File: src/rtl/usb_linestate_filter_pkg.sv
// Shared encodings for the USB linestate front end: bus linestates and
// the bus-reset detector states that the register readout also decodes.
package usb_linestate_filter_pkg;

    typedef enum logic [1:0] {
        USB_LS_SE0  = 2'b00,
        USB_LS_J_FS = 2'b01,
        USB_LS_K_FS = 2'b10,
        USB_LS_SE1  = 2'b11
    } usb_ls_e;

    typedef enum logic [1:0] {
        ST_IDLE      = 2'b00,
        ST_RUN       = 2'b01,
        ST_SE0_TIME  = 2'b10,
        ST_BUS_RESET = 2'b11
    } fe_state_e;

    localparam logic [7:0] RESET_COUNT_MAX = 8'hFF;

endpackage

File: src/rtl/usb_linestate_filter_debounce.sv
// Synchroniser plus debounce for the raw 2-bit PHY linestate; emits a clean
// linestate and a one-cycle change strobe registered with it.
module usb_linestate_debounce #(
    parameter int pSYNC_STAGES = 2,
    parameter int pDEBOUNCE    = 4
) (
    input  logic       fe_clk,
    input  logic       resetn,
    input  logic [1:0] raw_ls,
    output logic [1:0] linestate,
    output logic       changed
);

    localparam int                DCNT_W   = $clog2(pDEBOUNCE + 1);
    localparam logic [DCNT_W-1:0] DCNT_MAX = DCNT_W'(pDEBOUNCE);

    if (pSYNC_STAGES < 2) begin : g_bad_sync
        $error("pSYNC_STAGES must be 2 or more");
    end
    if (pDEBOUNCE < 1) begin : g_bad_debounce
        $error("pDEBOUNCE must be 1 or more");
    end

    logic [pSYNC_STAGES-1:0][1:0] sync_q, sync_d;
    logic [1:0]                   cand_q, cand_d;
    logic [DCNT_W-1:0]            dcnt_q, dcnt_d;
    logic [1:0]                   ls_q, ls_d;
    logic                         changed_q, changed_d;
    logic [1:0]                   s;

    assign s = sync_q[pSYNC_STAGES-1];

    always_comb begin
        // NOTE: every _d gets a default first so no path can leave it unassigned and infer a latch.
        sync_d    = {sync_q[pSYNC_STAGES-2:0], raw_ls};
        cand_d    = cand_q;
        dcnt_d    = dcnt_q;
        ls_d      = ls_q;
        changed_d = 1'b0;

        if (s != cand_q) begin
            cand_d = s;
            dcnt_d = DCNT_W'(1);
        end else if (dcnt_q != DCNT_MAX) begin
            dcnt_d = dcnt_q + 1'b1;
        end

        // Acceptance looks at the registered candidate, so a run is judged once it is complete.
        if (dcnt_q == DCNT_MAX && cand_q != ls_q) begin
            ls_d      = cand_q;
            changed_d = 1'b1;
        end
    end

    // NOTE: state updates use non-blocking assignments so every flop samples pre-edge values.
    always_ff @(posedge fe_clk) begin
        if (!resetn) begin
            // NOTE: the synchroniser is a handful of flops, not a memory, so it is reset like the rest.
            sync_q    <= '0;
            cand_q    <= 2'b00;
            dcnt_q    <= '0;
            ls_q      <= 2'b00;
            changed_q <= 1'b0;
        end else begin
            sync_q    <= sync_d;
            cand_q    <= cand_d;
            dcnt_q    <= dcnt_d;
            ls_q      <= ls_d;
            changed_q <= changed_d;
        end
    end

    assign linestate = ls_q;
    assign changed   = changed_q;

endmodule

File: src/rtl/usb_linestate_filter.sv
// Front-end linestate filter: debounced linestate, SE0 bus-reset timing,
// end-of-reset restart pulse and a saturating bus-reset counter.
module usb_linestate_filter #(
    parameter int pSYNC_STAGES   = 2,
    parameter int pDEBOUNCE      = 4,
    parameter int pSE0_RESET     = 1024,
    parameter int pCOUNTER_WIDTH = 21
) (
    input  logic       fe_clk,
    input  logic       resetn,
    input  logic       fe_linestate0,
    input  logic       fe_linestate1,
    input  logic       I_enable,
    output logic [1:0] O_linestate,
    output logic       O_changed,
    output logic       O_bus_reset,
    output logic       O_restart,
    output logic [7:0] O_reset_count
);

    import usb_linestate_filter_pkg::*;

    if (longint'(pSE0_RESET) > (longint'(1) << pCOUNTER_WIDTH) - 1) begin : g_bad_width
        $error("pSE0_RESET does not fit in pCOUNTER_WIDTH bits");
    end

    localparam logic [pCOUNTER_WIDTH-1:0] SE0_LAST = pCOUNTER_WIDTH'(pSE0_RESET - 1);

    logic [1:0] ls;

    usb_linestate_debounce #(
        .pSYNC_STAGES(pSYNC_STAGES),
        .pDEBOUNCE   (pDEBOUNCE)
    ) u_debounce (
        .fe_clk   (fe_clk),
        .resetn   (resetn),
        .raw_ls   ({fe_linestate1, fe_linestate0}),
        .linestate(ls),
        .changed  (O_changed)
    );

    fe_state_e                 state_q, state_d;
    logic [pCOUNTER_WIDTH-1:0] timer_q, timer_d;
    logic                      bus_reset_q, bus_reset_d;
    logic                      restart_q, restart_d;
    logic [7:0]                count_q, count_d;

    always_comb begin
        state_d     = state_q;
        timer_d     = timer_q;
        bus_reset_d = bus_reset_q;
        restart_d   = 1'b0;
        count_d     = count_q;

        if (!I_enable) begin
            state_d     = ST_IDLE;
            timer_d     = '0;
            bus_reset_d = 1'b0;
        end else begin
            case (state_q)
                ST_IDLE: state_d = ST_RUN;
                ST_RUN: begin
                    if (ls == USB_LS_SE0) begin
                        timer_d = pCOUNTER_WIDTH'(1);
                        state_d = ST_SE0_TIME;
                    end
                end
                ST_SE0_TIME: begin
                    if (ls != USB_LS_SE0) begin
                        timer_d = '0;
                        state_d = ST_RUN;
                    end else if (timer_q >= SE0_LAST) begin
                        // >= rather than == keeps pSE0_RESET=1 from wrapping the timer
                        state_d     = ST_BUS_RESET;
                        bus_reset_d = 1'b1;
                    end else begin
                        timer_d = timer_q + 1'b1;
                    end
                end
                ST_BUS_RESET: begin
                    if (ls != USB_LS_SE0) begin
                        state_d     = ST_RUN;
                        bus_reset_d = 1'b0;
                        restart_d   = 1'b1;
                        if (count_q != RESET_COUNT_MAX) count_d = count_q + 1'b1;
                    end
                end
                default: state_d = ST_IDLE;
            endcase
        end
    end

    always_ff @(posedge fe_clk) begin
        if (!resetn) begin
            state_q     <= ST_IDLE;
            timer_q     <= '0;
            bus_reset_q <= 1'b0;
            restart_q   <= 1'b0;
            count_q     <= 8'd0;
        end else begin
            state_q     <= state_d;
            timer_q     <= timer_d;
            bus_reset_q <= bus_reset_d;
            restart_q   <= restart_d;
            count_q     <= count_d;
        end
    end

    assign O_linestate   = ls;
    assign O_bus_reset   = bus_reset_q;
    assign O_restart     = restart_q;
    assign O_reset_count = count_q;

endmodule

File: config.mk
export PLATFORM = sky130hd
export DESIGN_NAME = usb_linestate_filter
export DESIGN_NICKNAME = d
export VERILOG_FILES = /design/src/rtl/usb_linestate_filter_pkg.sv /design/src/rtl/usb_linestate_filter_debounce.sv /design/src/rtl/usb_linestate_filter.sv
export SDC_FILE = /design/constraint.sdc
export NUM_CORES = 1
export LEC_CHECK = 0
export CAP_MARGIN = 20
export CORE_ASPECT_RATIO = 0.6
export CORE_MARGIN = 2
export CORE_UTILIZATION = 30
export DETAILED_ROUTE_END_ITERATION = 10
export PLACE_DENSITY_LB_ADDON = 0.2
export SYNTH_ARGS = -nofsm -noshare
export SYNTH_HDL_FRONTEND = slang
export SYNTH_SLANG_ARGS = --single-unit
File: constraint.sdc
create_clock -name fe_clk -period 2.2 [get_ports fe_clk]
set_input_delay 0.44 -clock fe_clk [delete_from_list [all_inputs] [get_ports fe_clk]]
set_output_delay 0.44 -clock fe_clk [all_outputs]
set_load 0.005 [all_outputs]
==> flow_metrics.tcl <==
set metrics [dict create \
    synth_cell_type_count 42 \
    path_delay_family "simple AND/OR/NAND/NOR gates" \
    grt_max_degree 16 \
    slew_headroom_pct 70.2 \
    drt_iter0_drc 143 \
    rsz0062_at_grt "false" \
    dieHeight_um 67.2 \
    grt_usage_pct 12.1 \
    cts_setup_buffers 0 \
    tns_ps 0 \
    grt_overflow_total 0 \
    rows 22 \
    cp.required_ps 2440 \
    critPathBufInv 0 \
    crit_chain "ha_1 -> o2111a_1 -> or2_1 -> or4_1 -> a31oi_1" \
    status "completed" \
    netlist_area_mm2 0.00200 \
    drc 0 \
    cap_violations 0 \
    area_growth_syn_to_layout_pct 19.3 \
    cts_buffer_depth 2 \
    insertion_delay_ps 300 \
    setup_viol 0 \
    seq_area_um2 901 \
    numPortBuffers 17 \
    cts_tree "yes" \
    routed_wl_mm 4.02 \
    syn-num-nets 229 \
    synth_edf_count 0 \
    hp-class "reg -> reg" \
    slowest_stage "or4_1" \
    grt_pass1_vias 1375 \
    fp.dieArea_mm2 0.00734 \
    synth_top_area_share_pct 45.1 \
    wl_per_cell_um 12.3 \
    cts_hold_buf 0 \
    worst_pin_slew_ps 447 \
    nets 254 \
    hold_start "u_debounce.sync_d[2]" \
    max_freq_ghz 0.511 \
    avgSynthCellArea_um2 9.24 \
    dpl.hpwl_mm 2.95 \
    dpl_cell_area_mm2 0.00229 \
    gp_congestion 0.786 \
    power.density_mw_per_mm2 607 \
    multi_input_area_mm2 0.00103 \
    cts-root-buf "clkbuf_8" \
    hold_viol 0 \
    period_needed_ps 1960 \
    ys.warnings.count 0 \
    ys_seq_elements 45 \
    drtAntennaViolNets 0 \
    finalCritPeriodShare_pct 88.9 \
    cp-start-kind "flop" \
    critPathArrivalTime_ps 2190 \
    r2r_start "timer_q[0]" \
    h-tree-depth 2 \
    synth_area_leader_cell "dfxtp_1" \
    path_clk_slew_ps 100 \
    start_util_pct 31.8 \
    clock_skew_ps 9.28 \
    ys_async_sr_fraction_pct 0 \
    vias 1531 \
    antennaDiodeCount 0 \
    grt_pass1_wl_mm 6.87 \
    synth_ff_type "dfxtp_1" \
    fillers 648 \
    slew_viol_final 0 \
    ys_seq_area_share_pct 45.1 \
    design_area_mm2 0.00238 \
    critical_path.max_stage_delay_ps 510 \
    synth_cells 216 \
    clock_sinks 45 \
    setup.worst_path.start "timer_q[0]" \
    ir_drop_mv 0.230 \
    antenna_found_initial 0 \
    cts_resized 0 \
    critical_path_peak_fanout 7 \
    drive_above_1_share_pct 9.50 \
    ioPinCount 18 \
    firstDrtPassIters 4 \
    cts_buffers 5 \
    crit_type "reg -> reg" \
    die_x_um 109 \
    worstSetupEndpointType "flop" \
    vias_per_cell 4.70 \
    synth_area_leaders "dfxtp_1 (45%), ha_1 (5.0%), and2_1 (4.7%)" \
    p_leak_nw 0.951 \
    core_area_mm2 0.00628 \
    power_mw 1.45 \
]
[sequential cells by signal (all words and copies together), names as in the netlist]
| name | cells |
|---|---|
| u_debounce.linestate | 2 |
| state_q | 2 |
| O_restart | 1 |
| O_reset_count | 8 |
| O_bus_reset | 1 |
| timer_q | 21 |
| u_debounce.dcnt_q | 3 |
| u_debounce.sync_d | 2 |
| u_debounce.s | 2 |
| u_debounce.changed | 1 |
| u_debounce.cand_q | 2 |
[per-layer routing]
layer | GRT usage, % | up-vias | routed length, um
li1 | - | 809 | -
met1 | 19.2 | 701 | 2410
met2 | 14.8 | 19 | 1450
met3 | 3.86 | 2 | 134
met4 | 3.96 | 0 | 27
met5 | 0 | - | 0
[cells in the mapped netlist, types with 6 or more instances]
library cell  number
dfxtp_1           45
nand2_1           17
nor2_1            17
and2_1            15
and3_1            12
nor3_1            10
nand3_1            9
xnor2_1            9
ha_1               8
inv_1              7
xor2_1             7
a21oi_1            6
[cell usage in the layout, fill, tap and decap left out, types with 4 or more instances in the layout]
cell type and count:
a21boi_0 4, a21oi_1 6, and2_1 15, and3_1 12, buf_4 8, clkbuf_8 5, clkdlybuf4s50_1 17, dfxtp_1 45
ha_1 8, inv_1 7, nand2_1 17, nand3_1 9, nor2_1 17, nor3_1 10, o2111ai_1 4, xnor2_1 9
xor2_1 7
[cell type report]
type | instances | area share [%]
well taps | 84 | 4.41
flip-flops and latches | 45 | 37.8
clock inverters | 3 | 0.946
multi-input cells | 157 | 43.1
repair buffers | 25 | 9.67
inverters | 7 | 1.10
clock buffers | 5 | 2.89
[stage by stage]
stage / utilization, % / hold WS (ps) / setup slack [ps] / cells
2_1_floorplan: - / 412 / 211 / 216
3_3_place_gp: 36.5 / 418 / 284 / 318
3_5_place_dp: 36.5 / 422 / 248 / 318
4_1_cts: 37.9 / 442 / 253 / 326
5_1_grt: 37.9 / 461 / 68.9 / 326
6_report: 37.9 / 437 / 245 / 326
[worst reg2reg max path, delay by kind of cell, from the launching register on]
kind | cells | cell delay, ps
AOI/OAI and AO/OA | 2 | 450
DFF | 1 | 370
adders and majority gates | 1 | 280
and+or+nand+nor | 2 | 820
[cell families (layout without fill, tap and decap cells)]
group	Yosys count	after routing	synth area share (%)
flops	45	45	45.1
fa+ha+maj	8	8	5.02
buf+inv	14	40	3.39
simple gates	103	103	28.8
mux	1	1	0.502
compound gates	29	29	10.1
xor+xnor	16	16	7.02
[power by group]
group / switching (mW) / internal [mW] / leakage [nW] / total [mW]
registers: 0.00956 / 0.825 / 0.364 / 0.835
logic: 0.0465 / 0.0346 / 0.538 / 0.0811
clock network: 0.304 / 0.226 / 0.0481 / 0.530
[final timing paths]
kind	endpoint	slack, ps	cells past startpoint
hold reg to reg	u_debounce.s[0]	440	1
setup / recovery	timer_q[3]	240	5
hold / removal	u_debounce.s[0]	440	1
setup reg to reg	timer_q[3]	240	5
No activity file was read; power rests on OpenSTA's default activity.
